File: src/rtl/vend_if.sv
// vend_if: coin-in / change-out handshake bundle for vend_ctrl_param.
// Carries sales_cnt only when SALES_CNT_EN is defined.
interface vend_if #(parameter int CREDIT_W = 6);
  logic                coin_vld;
  logic [1:0]          coin_typ;
  logic                cancel;
  logic                coin_rdy;
  logic                coin_rej;
  logic                item;
  logic                chg_vld;
  logic [1:0]          chg_typ;
  logic                chg_rdy;
  logic [CREDIT_W-1:0] credit;
  logic                busy;
`ifdef SALES_CNT_EN
  logic [15:0]         sales_cnt;
`endif
  modport slave (
    input  coin_vld, coin_typ, cancel, chg_rdy,
    output coin_rdy, coin_rej, item, chg_vld, chg_typ, credit, busy
`ifdef SALES_CNT_EN
    , output sales_cnt
`endif
  );
  modport master (
    output coin_vld, coin_typ, cancel, chg_rdy,
    input  coin_rdy, coin_rej, item, chg_vld, chg_typ, credit, busy
`ifdef SALES_CNT_EN
    , input sales_cnt
`endif
  );
endinterface

File: src/rtl/vend_ctrl_param.sv
// vend_ctrl_param: parametrised penny/farthing/half-farthing vending controller with largest-first change.
// Optional saturating sales counter enabled by defining SALES_CNT_EN.
module vend_ctrl_param #(
  parameter int CREDIT_W = 6,
  parameter int PRICE    = 16,
  parameter int PEN_VAL  = 8,
  parameter int FA_VAL   = 2,
  parameter int HFA_VAL  = 1
) (
  input logic   CLK,
  input logic   RES,
  vend_if.slave bus
);
  localparam int MAX = (1 << CREDIT_W) - 1;
  localparam int W   = CREDIT_W + 1;
  if (CREDIT_W < 2 || CREDIT_W > 30) begin : g_bad_width
    $error("vend_ctrl_param: CREDIT_W out of range");
  end
  if (PRICE < 1 || PRICE > MAX) begin : g_bad_price
    $error("vend_ctrl_param: PRICE must be within 1..2**CREDIT_W-1");
  end
  // a unit half-farthing guarantees change can always drain credit to zero
  if (HFA_VAL != 1 || FA_VAL <= HFA_VAL || PEN_VAL <= FA_VAL || PEN_VAL > MAX) begin : g_bad_coins
    $error("vend_ctrl_param: coin values must satisfy 1 == HFA_VAL < FA_VAL < PEN_VAL <= max credit");
  end
  typedef enum logic [1:0] {ACCUM, VEND, CHANGE} state_t;
  state_t              state;
  logic [CREDIT_W-1:0] credit;
  logic                coin_rej;
  logic                coin_in;
  logic [1:0]          sel;
  logic [W-1:0]        cur, coin_val, chg_val, sum, rem, left;
  function automatic logic [W-1:0] val_of(input logic [1:0] t);
    return t == 2'b11 ? W'(PEN_VAL) : t == 2'b10 ? W'(FA_VAL) : t == 2'b01 ? W'(HFA_VAL) : '0;
  endfunction
  always_comb begin
    cur      = {1'b0, credit};
    coin_in  = bus.coin_vld && bus.coin_typ != 2'b00;
    coin_val = val_of(bus.coin_typ);
    sum      = cur + coin_val;
    rem      = cur - W'(PRICE);
    sel      = cur >= W'(PEN_VAL) ? 2'b11 : cur >= W'(FA_VAL) ? 2'b10 : cur >= W'(HFA_VAL) ? 2'b01 : 2'b00;
    chg_val  = val_of(sel);
    left     = cur - chg_val;
  end
  always_ff @(posedge CLK or negedge RES) begin
    if (!RES) begin
      state    <= ACCUM;
      credit   <= '0;
      coin_rej <= 1'b0;
    end else begin
      coin_rej <= 1'b0;
      case (state)
        ACCUM: begin
          if (bus.cancel && credit != '0) begin
            state    <= CHANGE;
            coin_rej <= coin_in;
          end else begin
            if (cur >= W'(PRICE)) state <= VEND;
            if (coin_in && sum > W'(MAX)) coin_rej <= 1'b1;
            else if (coin_in) credit <= sum[CREDIT_W-1:0];
          end
        end
        VEND: begin
          coin_rej <= coin_in;
          credit   <= rem[CREDIT_W-1:0];
          state    <= rem != '0 ? CHANGE : ACCUM;
        end
        CHANGE: begin
          coin_rej <= coin_in;
          if (bus.chg_rdy) begin
            credit <= left[CREDIT_W-1:0];
            if (left == '0) state <= ACCUM;
          end
        end
        default: state <= ACCUM;
      endcase
    end
  end
  assign bus.coin_rdy = state == ACCUM;
  assign bus.busy     = state != ACCUM;
  assign bus.item     = state == VEND;
  assign bus.chg_vld  = state == CHANGE;
  assign bus.chg_typ  = state == CHANGE ? sel : 2'b00;
  assign bus.credit   = credit;
  assign bus.coin_rej = coin_rej;
`ifdef SALES_CNT_EN
  always_ff @(posedge CLK or negedge RES) begin
    if (!RES) bus.sales_cnt <= '0;
    else if (state == VEND && bus.sales_cnt != 16'hFFFF) bus.sales_cnt <= bus.sales_cnt + 16'd1;
  end
`endif
endmodule

File: src/flat_wrapper.sv
// flat-port wrapper written by rule: the top's interface ports become plain ports
module vend_ctrl_param_flat 
#(
  parameter int CREDIT_W = 6,
  parameter int PRICE    = 16,
  parameter int PEN_VAL  = 8,
  parameter int FA_VAL   = 2,
  parameter int HFA_VAL  = 1
)
  (CLK, RES, bus_coin_vld, bus_coin_typ, bus_cancel, bus_chg_rdy, bus_coin_rdy, bus_coin_rej, bus_item, bus_chg_vld, bus_chg_typ, bus_credit, bus_busy);
  vend_if #(.CREDIT_W(CREDIT_W)) bus_i ();
  input logic CLK;
  input logic RES;
  input wire logic [$bits(bus_i.coin_vld)-1:0] bus_coin_vld;
  input wire logic [$bits(bus_i.coin_typ)-1:0] bus_coin_typ;
  input wire logic [$bits(bus_i.cancel)-1:0] bus_cancel;
  input wire logic [$bits(bus_i.chg_rdy)-1:0] bus_chg_rdy;
  output wire logic [$bits(bus_i.coin_rdy)-1:0] bus_coin_rdy;
  output wire logic [$bits(bus_i.coin_rej)-1:0] bus_coin_rej;
  output wire logic [$bits(bus_i.item)-1:0] bus_item;
  output wire logic [$bits(bus_i.chg_vld)-1:0] bus_chg_vld;
  output wire logic [$bits(bus_i.chg_typ)-1:0] bus_chg_typ;
  output wire logic [$bits(bus_i.credit)-1:0] bus_credit;
  output wire logic [$bits(bus_i.busy)-1:0] bus_busy;
  assign bus_i.coin_vld = bus_coin_vld;
  assign bus_i.coin_typ = bus_coin_typ;
  assign bus_i.cancel = bus_cancel;
  assign bus_i.chg_rdy = bus_chg_rdy;
  assign bus_coin_rdy = bus_i.coin_rdy;
  assign bus_coin_rej = bus_i.coin_rej;
  assign bus_item = bus_i.item;
  assign bus_chg_vld = bus_i.chg_vld;
  assign bus_chg_typ = bus_i.chg_typ;
  assign bus_credit = bus_i.credit;
  assign bus_busy = bus_i.busy;
  vend_ctrl_param #(.CREDIT_W(CREDIT_W), .PRICE(PRICE), .PEN_VAL(PEN_VAL), .FA_VAL(FA_VAL), .HFA_VAL(HFA_VAL)) u_core (.CLK(CLK), .RES(RES), .bus(bus_i));
endmodule
File: config.mk
export PLATFORM = sky130hd
export DESIGN_NAME = vend_ctrl_param_flat
export DESIGN_NICKNAME = d
export VERILOG_FILES = /design/src/rtl/vend_if.sv /design/src/rtl/vend_ctrl_param.sv /design/src/flat_wrapper.sv
export SDC_FILE = /design/constraint.sdc
export NUM_CORES = 1
export LEC_CHECK = 0
export ABC_AREA = 1
export BUFFER_PORTS_ARGS = -buffer_cell sky130_fd_sc_hd__buf_2
export CORE_MARGIN = 3
export CORE_UTILIZATION = 30
export CTS_CLUSTER_SIZE = 40
export DETAILED_ROUTE_END_ITERATION = 10
export PLACE_DENSITY = 0.6
export SYNTH_ARGS = -nofsm -noshare
export SYNTH_HDL_FRONTEND = slang
export SYNTH_SLANG_ARGS = --single-unit
File: constraint.sdc
create_clock -name CLK -period 2.7 [get_ports CLK]
set_input_delay 0.405 -clock CLK [delete_from_list [all_inputs] [get_ports CLK]]
set_output_delay 0.405 -clock CLK [all_outputs]
set_load 0.02 [all_outputs]
-- After elaboration in Yosys (flattened, before gate mapping)
Cells that the tools add are included.
- multiply operators: 0
- shift-type cells: 0
- bitwise logic cells: 0
- div/mod/pow operators: 0
- equal/unequal tests: 14
- order comparisons: 5
- multiplexer cells: 24
- add/sub/neg operators: 3
- reduce and logical (&&, ||, !) cells: 13
- operators by type and width (cell ; number):
    $mux 7 ; 4
    $mux 6 ; 4
    $pmux 6 s3 ; 1
    $mux 2 ; 8
    $eq 2x2->1 const B ; 5
    $add 6x7->7 ; 1
    $gt 7x6->1 const B ; 1
    $logic_not 7->1 ; 1
    $reduce_bool 7->1 ; 1
    $sub 6x5->7 const B ; 1
    $sub 6x7->7 ; 1
    $eq 2x1->1 const B ; 3
    $ge 6x1->1 const B ; 1
    $ge 6x2->1 const B ; 1
    $ge 6x4->1 const B ; 1
    $ge 6x5->1 const B ; 1
    $ne 2x2->1 const B ; 3
    $pmux 2 s3 ; 1
    $reduce_bool 6->1 ; 1
    $mux 1 ; 5
    $reduce_and 5->1 ; 1
    $ne 2x1->1 const B ; 2
    $reduce_bool 2->1 ; 2
    $logic_and 1x1->1 ; 3
    other kinds (6) ; 6
- bits in latches: 0
- input bits: 7
- flip-flop bits (word level): 9
- memory bits (writable): 0
- bits in read-only memories: 0
- logic and storage cells: 62
- output and inout bits: 13
- memories: 0

-- Longest topological paths before layout
Gate-level depths: netlist of run 1.
- depth in word-level cells: 13
- mapped depth: 21
- gate-level depth less buffers: 20

-- Worst setup path before layout of run 1
Ideal clock, no wire load.
- path kind: register to register
- start point: register u_core.credit[4] (netlist: u_core.bus.credit[4])
- end point: register u_core.state[0]
- cell stages (with the launch flop): 19
- period minus slack after synthesis: 2.729 ns
- arrival time: 2.612 ns
- setup time: 0.117 ns
- buffers on the path: 1
- setup slack: -0.029 ns
- cell sequence: dfrtp_1 buf_2 inv_1 ha_1 inv_1 a21oi_1 inv_1 nand2_1 nor3_2 ha_1 fa_1 nor3_1 o21ai_1 nand2_1 nand3_1 nand2_2 nand2_2 nand2_1 nand2_1
- word-level cells in the longest chain between the ends: 12
- RTL lines (item ; RTL line ; text):
    start, declared ; vend_ctrl_param.sv:28 ; logic [CREDIT_W-1:0] credit;
    start signal, assigned ; vend_ctrl_param.sv:61 ; else if (coin_in) credit <= sum[CREDIT_W-1:0];
    start signal, assigned ; vend_ctrl_param.sv:66 ; credit <= rem[CREDIT_W-1:0];
    start signal, assigned ; vend_ctrl_param.sv:72 ; credit <= left[CREDIT_W-1:0];
    $ge 6x1->1 ; vend_ctrl_param.sv:42 ; sel = cur >= W'(PEN_VAL) ? 2'b11 : cur >= W'(FA_VAL) ? 2'b10 : cur >= W'(HFA_VAL) ? 2'b01 : 2'b00;
    $mux 1 ; vend_ctrl_param.sv:42 ;
    $mux 2 (2 in a row) ; vend_ctrl_param.sv:42 ;
    $eq 2x1->1 ; vend_ctrl_param.sv:34 ; return t == 2'b11 ? W'(PEN_VAL) : t == 2'b10 ? W'(FA_VAL) : t == 2'b01 ? W'(HFA_VAL) : '0;
    $mux 1 ; vend_ctrl_param.sv:34 ;
    $mux 7 (2 in a row) ; vend_ctrl_param.sv:34 ;
    $sub 6x7->7 ; vend_ctrl_param.sv:44 ; left = cur - chg_val;
    $logic_not 7->1 ; vend_ctrl_param.sv:73 ; if (left == '0) state <= ACCUM;
    $ne 2x1->1 (no source line) ; - ;
    $reduce_and 3->1 (no source line) ; - ;
    end signal, assigned ; vend_ctrl_param.sv:67 ; state <= rem != '0 ? CHANGE : ACCUM;
    end, declared ; vend_ctrl_param.sv:27 ; state_t state;
Several ways; a longest one is shown, not always the timed one.
A chain may end at the register's enable or synchronous reset.

-- Worst setup path in the final report of run 1
- start point: register u_core.credit[5] (netlist: u_core.bus.credit[5])
- end point: register u_core.state[0]
The elaborated chain is that of the path after synthesis.

==> flow_summary.json, run 1 <==
{
  "start_util": 0.3221,
  "ir_worst_vdd_uv": 568.6,
  "cts_made_buffers": 3,
  "power_frac_comb": 0.788,
  "fin_cells": 262,
  "maxSlewViolCount": 0,
  "tightest_slew_ns": 0.3348,
  "antenna_found_initial": 0,
  "finalClockSkew_ns": 0.001495,
  "slowest_delay_ns": 0.54,
  "dr.max_layer_used": "met4",
  "wirelength_mm": 3.393,
  "arrival_ns": 2.66,
  "p_int_uw": 848.7,
  "rr_worst_depth": 18,
  "pwr_density_cell_nw_per_um2": 1271,
  "ys_seq_elements": 9,
  "final_common_cell": "nand2_1",
  "syn_area_um2": 1224,
  "io_pins": 20,
  "clk_pin_slew_ns": 0.05,
  "grt_overflow_total": 0,
  "crit_path_max_fanout": 6,
  "cp_cell_sequence": "inv_2, ha_4, inv_1, a21oi_2, inv_1, nand2_1, nor3_2, ha_1, fa_2, nand2_1, nor2_1, nand2_1, nor2_2, nand3_1, nand2_2, nand2_2, nand2_1, nand2_1",
  "place_inst": 257,
  "synth.avg_cell_area_um2": 6.687,
  "wl_met1_mm": 1.641,
  "wl_met3_um": 149,
  "netlist_instances": 183,
  "setup_violations": 0,
  "leakagePower_nw": 0.8270,
  "cts_root_buffer": "clkbuf_8",
  "status": "finished, final reports clean",
  "grt_use_total": 0.1452,
  "avgViaCountPerCell": 4.725,
  "holdBufCountCts": 0,
  "place_ws_ns": 0.1835,
  "swShare": 0.5607,
  "synth_nets": 206,
  "die_h_um": 69.87,
  "clockPowerShare": 0.091,
  "clock_path_buffers": 2,
  "drc_errors": 0,
  "htree_levels": 1,
  "period_needed_ns": 2.522,
  "clkLatencyLatePin_ns": 0.24,
  "clock-sinks": 9,
  "worstSetupPathType": "reg2reg",
  "relSlewSlack": 0.7768,
  "synth_cell_types": 29,
  "crit_path_start_kind": "flop",
  "end_kind": "flop",
  "worstReg2RegEnd": "u_core.state[0]$_DFFE_PN0P_",
  "met2_length_mm": 1.551,
  "post_route_cells_drive_above_1_share": 0.2944,
  "cp.required_ns": 2.84,
  "via_count": 1238,
  "crit_start": "u_core.bus.credit[5]$_DFFE_PN0P_",
  "p_sw_mw": 1.083,
  "dpl.hpwl_mm": 2.760,
  "routedWlPerCell_um": 12.95,
  "cpMostUsedCell": "nand2_1",
  "cap_violations": 0,
  "drt-initial-drc-count": 81,
  "r2r_slack_ns": 0.18,
  "cpMaxStageDelayCell": "fa_2",
  "areaGrowthSynthToFinish_pct": 24.23,
  "insertedDiodeCount": 0,
  "cts_tree": "done",
  "fp.coreArea_um2": 3799,
  "min_period_over_period": 0.9342,
  "grt_pass1_wl_mm": 5.609,
  "ant_nets": 0,
  "rows": 22,
  "finalHoldViolCount": 0,
  "setup_slack_ns": 0.1778,
  "dieArea_um2": 4881,
  "first_global_vias": 1147,
  "min_path_type": "in2async",
  "ys_warn_count": 0,
  "dr.pass1.iters": 6,
  "final_cell_mix": "nand2_1 (48), inv_1 (25), nand3_1 (21)",
  "die_w_um": 69.87,
  "fmax_mhz": 396.5,
  "yosysSeqAreaShare": 0.1840,
  "pwr-share-seq": 0.122,
  "r2r_start": "u_core.bus.credit[5]$_DFFE_PN0P_",
  "port_buffers": 19,
  "fin_nets": 238,
  "place_congestion": 0.9243,
  "grt_max_degree": 12
}
[layout make-up]
type | count | area [µm²]
Sequential cell | 9 | 226.5
Inverter | 29 | 111.4
Tap cell | 48 | 60.06
Fill cell | 425 | 2278
Timing Repair Buffer | 29 | 170.2
Clock buffer | 4 | 45.04
Multi-Input combinational cell | 143 | 907.1
[kinds of logic after synthesis]
family	Yosys count	share of synthesized area
xor gates and xnor gates	1	0.007159
AOI/OAI and AO/OA	18	0.08998
and+or+nand+nor	108	0.4386
adders and majority gates	16	0.1759
DFF	9	0.1841
buffers and inverters	31	0.1043
[worst max path at each step]
| stage | cells after the start | to | slack, ns |
|---|---|---|---|
| after floorplan | 20 | u_core.state[0]$_DFFE_PN0P_ | 0.03 |
| after global placement | 18 | u_core.state[1]$_DFFE_PN0P_ | 0.26 |
| after detailed placement | 18 | u_core.state[0]$_DFFE_PN0P_ | 0.18 |
| after CTS | 18 | u_core.state[0]$_DFFE_PN0P_ | 0.18 |
| after global routing | 18 | u_core.state[0]$_DFFE_PN0P_ | -0.01 |
| final | 18 | u_core.state[0]$_DFFE_PN0P_ | 0.18 |
[synth_stat cells, drive strengths merged]
cell type | n | area (µm²)
xor2 | 1 | 8.760
or2 | 1 | 6.260
nand3 | 21 | 105.1
o22a | 1 | 8.760
ha | 14 | 175.2
nor2 | 24 | 121.4
nor3 | 3 | 20.02
buf | 2 | 16.26
o21ai | 10 | 61.31
o21a | 1 | 7.510
dfrtp | 9 | 225.2
fa | 2 | 40.04
nand4 | 3 | 33.78
a21oi | 4 | 20.02
nand2 | 56 | 250.2
inv | 29 | 111.4
a31oi | 2 | 12.51
[timing repair]
action / in CTS / in global routing
buffers inserted: 0 / 1
setup endpoints to repair: 0 / 2
resized for setup: 0 / 10
[sequential cells by signal, summed over array words and instances, names as in the netlist]
name / flops
u_core.bus.credit: 6
u_core.state: 2
u_core.bus.coin_rej: 1
[power by group through the flow]
stage	Clock [mW]	Sequential [mW]	Combinational (mW)
final	0.175	0.235	1.52
after detailed placement	0	0.231	1.46
after floorplan	0	0.278	1.03
after global placement	0	0.232	1.45
after CTS	0.179	0.231	1.46
after global routing	0.184	0.242	1.71
[critical path: cells and delay by family (launching register included)]
family / cells / cell delay (ns)
compound gates: 1 / 0.10
fa+ha+maj: 3 / 0.89
simple gates: 11 / 0.81
flops: 1 / 0.39
buf+inv: 3 / 0.22
[metal layers]
metal	global-route usage	vias up
met5	0	-
met4	0.05319	0
met3	0.02302	6
met2	0.2319	32
met1	0.1965	558
li1	-	642
[through the flow]
step | total power [mW] | hold slack (ns) | setup TNS (ns) | area (µm²) | utilization
after floorplan | 1.309 | 0.1094 | 0 | 1231 | -
after global placement | 1.679 | 0.2815 | 0 | 1438 | 0.3785
after detailed placement | 1.691 | 0.2884 | 0 | 1438 | 0.3785
after CTS | 1.874 | 0.02251 | 0 | 1483 | 0.3903
after global routing | 2.137 | 0.02831 | -0.02592 | 1520 | 0.4002
final | 1.932 | 0.01421 | 0 | 1520 | 0.4002
(Power assumes the default switching activity.)
==> inputs of run 2 (changes only) <==
Settings changed: CELL_PAD_IN_SITES_DETAIL_PLACEMENT from default to 1, CELL_PAD_IN_SITES_GLOBAL_PLACEMENT from default to 2, CORE_UTILIZATION 30 to 28, PLACE_DENSITY 0.6 to 0.87.
==> flow_summary.json, run 2 (same netlist as run 1, synthesis figures left out) <==
{
  "die_h_um": 72.11,
  "die_w_um": 72.11,
  "crit_path_start_kind": "flop",
  "status": "finished, final reports clean",
  "top_register": "u_core.bus.credit",
  "crit_path_max_fanout": 6,
  "rsz0062_at_grt": "false",
  "cts_root_buffer": "clkbuf_8",
  "cts_setup_buffers": 0,
  "setup_tns_ns": 0,
  "clock-sinks": 9,
  "final_common_cell": "nand2_1",
  "grt_overflow_total": 0,
  "cap_violations": 0,
  "min_period_over_period": 0.9291,
  "insertedDiodeCount": 0,
  "drt-initial-drc-count": 41,
  "min_path_type": "in2async",
  "r2r_slack_ns": 0.19,
  "fillers": 539,
  "post_route_cells_drive_above_1_share": 0.2817,
  "design_area_um2": 1504,
  "top_regs": "u_core.bus.credit (6), u_core.state (2), u_core.bus.coin_rej (1)",
  "port_buffers": 19,
  "cts_made_buffers": 3,
  "worstSetupPathType": "reg2reg",
  "place_ws_ns": 0.1058,
  "slowest_delay_ns": 0.55,
  "dr.pass1.iters": 4,
  "dieArea_um2": 5199,
  "end_kind": "flop",
  "multi_input_area_um2": 895.9,
  "start_util": 0.2974,
  "routedWlPerCell_um": 14.30,
  "relSlewSlack": 0.7557,
  "worstReg2RegEnd": "u_core.state[1]$_DFFE_PN0P_",
  "final_cell_mix": "nand2_1 (48), inv_1 (25), nand3_1 (21)",
  "areaGrowthSynthToFinish_pct": 22.90,
  "via_count": 1249,
  "drc_errors": 0,
  "period_needed_ns": 2.508,
  "arrival_ns": 2.64,
  "setup_slack_ns": 0.1916,
  "grt_pass1_wl_mm": 6.161,
  "fin_nets": 237,
  "io_pins": 20,
  "grt_max_degree": 12,
  "pwr_density_cell_nw_per_um2": 1276,
  "cpMostUsedCell": "nand2_1",
  "finalClockSkew_ns": 0.004592,
  "setup_violations": 0,
  "clock_path_buffers": 2,
  "crit_family": "adder cells",
  "crit_start": "u_core.bus.credit[5]$_DFFE_PN0P_",
  "fin_util": 0.3655,
  "fp.coreArea_um2": 4115,
  "clk_pin_slew_ns": 0.05,
  "r2r_start": "u_core.bus.credit[5]$_DFFE_PN0P_",
  "place_congestion": 0.8112,
  "cts_tree": "done",
  "finalHoldViolCount": 0,
  "place_inst": 259,
  "avgViaCountPerCell": 4.749,
  "leakagePower_nw": 0.8203,
  "fin_cells": 263,
  "ir_worst_vdd_uv": 597.8,
  "cp_cell_sequence": "inv_2, ha_4, inv_1, a21oi_1, inv_1, nand2_1, nor3_2, ha_1, fa_2, nand2_1, nor2_1, nand2_1, nor2_1, nand3_1, nand2_2, nand2_2, nand2_1, nand2_1",
  "cp.required_ns": 2.83,
  "crit_buf_inv": 3,
  "fmax_mhz": 398.7,
  "cpMaxStageDelayCell": "fa_2",
  "wirelength_mm": 3.761,
  "final-seq-area_um2": 226.5,
  "first_global_vias": 1248,
  "holdBufCountCts": 0,
  "grt_use_total": 0.1519,
  "rr_worst_depth": 18,
  "largest_reg_flops": 6,
  "antenna_found_initial": 0,
  "tightest_slew_ns": 0.3664,
  "ant_nets": 0,
  "htree_levels": 1,
  "rows": 23,
  "dpl.hpwl_mm": 3.148,
  "clkLatencyLatePin_ns": 0.24,
  "placed_cell_area_um2": 1440,
  "maxSlewViolCount": 0
}
-- run 2: how the worst max path moves through the flow --
stage                                        endpoint  slack [ns]  depth (start not counted)
after detailed placement  u_core.state[1]$_DFFE_PN0P_        0.11                         19
after global placement    u_core.state[0]$_DFFE_PN0P_        0.22                         19
final                     u_core.state[1]$_DFFE_PN0P_        0.19                         18
after global routing      u_core.state[0]$_DFFE_PN0P_       0.008                         16
after CTS                 u_core.state[1]$_DFFE_PN0P_        0.11                         19
after floorplan           u_core.state[0]$_DFFE_PN0P_        0.03                         20
-- run 2: cell type report --
type / instances / share of cell area
Tap cell: 50 / 0.04160
Multi-Input combinational cell: 143 / 0.5957
Clock buffer: 4 / 0.02995
Sequential cell: 9 / 0.1506
Inverter: 29 / 0.07404
Timing Repair Buffer: 28 / 0.1082
-- run 2: worst register-to-register path, cell delays in order (launching register included) --
cell     delay (ns)
dfrtp_1        0.39
inv_2          0.08
ha_4           0.16
inv_1          0.04
a21oi_1        0.11
inv_1          0.09
nand2_1        0.08
nor3_2         0.05
ha_1           0.20
fa_2           0.55
nand2_1        0.06
nor2_1         0.10
nand2_1        0.06
nor2_1         0.08
nand3_1        0.10
nand2_2        0.09
nand2_2        0.05
nand2_1        0.06
nand2_1        0.05
-- run 2: what timing repair did --
item	CTS	global route
gates resized for setup	0	8
setup endpoints to repair	0	2
hold endpoints to repair	0	0
-- run 2: stage by stage --
step | power (mW) | hold slack, ns
2_1_floorplan | 1.309 | 0.1094
3_3_place_gp | 1.715 | 0.2818
3_5_place_dp | 1.744 | 0.2883
4_1_cts | 1.915 | 0.02327
5_1_grt | 2.131 | 0.02725
6_report | 1.919 | 0.01598
-- run 2: power by group --
group / leakage [nW] / switching, mW / internal, mW / total, mW
registers: 0.116 / 0.0503 / 0.188 / 0.238
logic: 0.681 / 0.980 / 0.540 / 1.52
clock network: 0.0228 / 0.0574 / 0.103 / 0.161
total: 0.820 / 1.09 / 0.832 / 1.92
-- run 2: metal layers --
| metal | up-vias | track usage | part of all wire |
|---|---|---|---|
| met1 | 580 | 0.2012 | 0.48 |
| met5 | - | 0 | 0 |
| met3 | 5 | 0.02216 | 0.034 |
| li1 | 641 | - | - |
| met2 | 23 | 0.2578 | 0.48 |
| met4 | 0 | 0.03758 | 0.0093 |
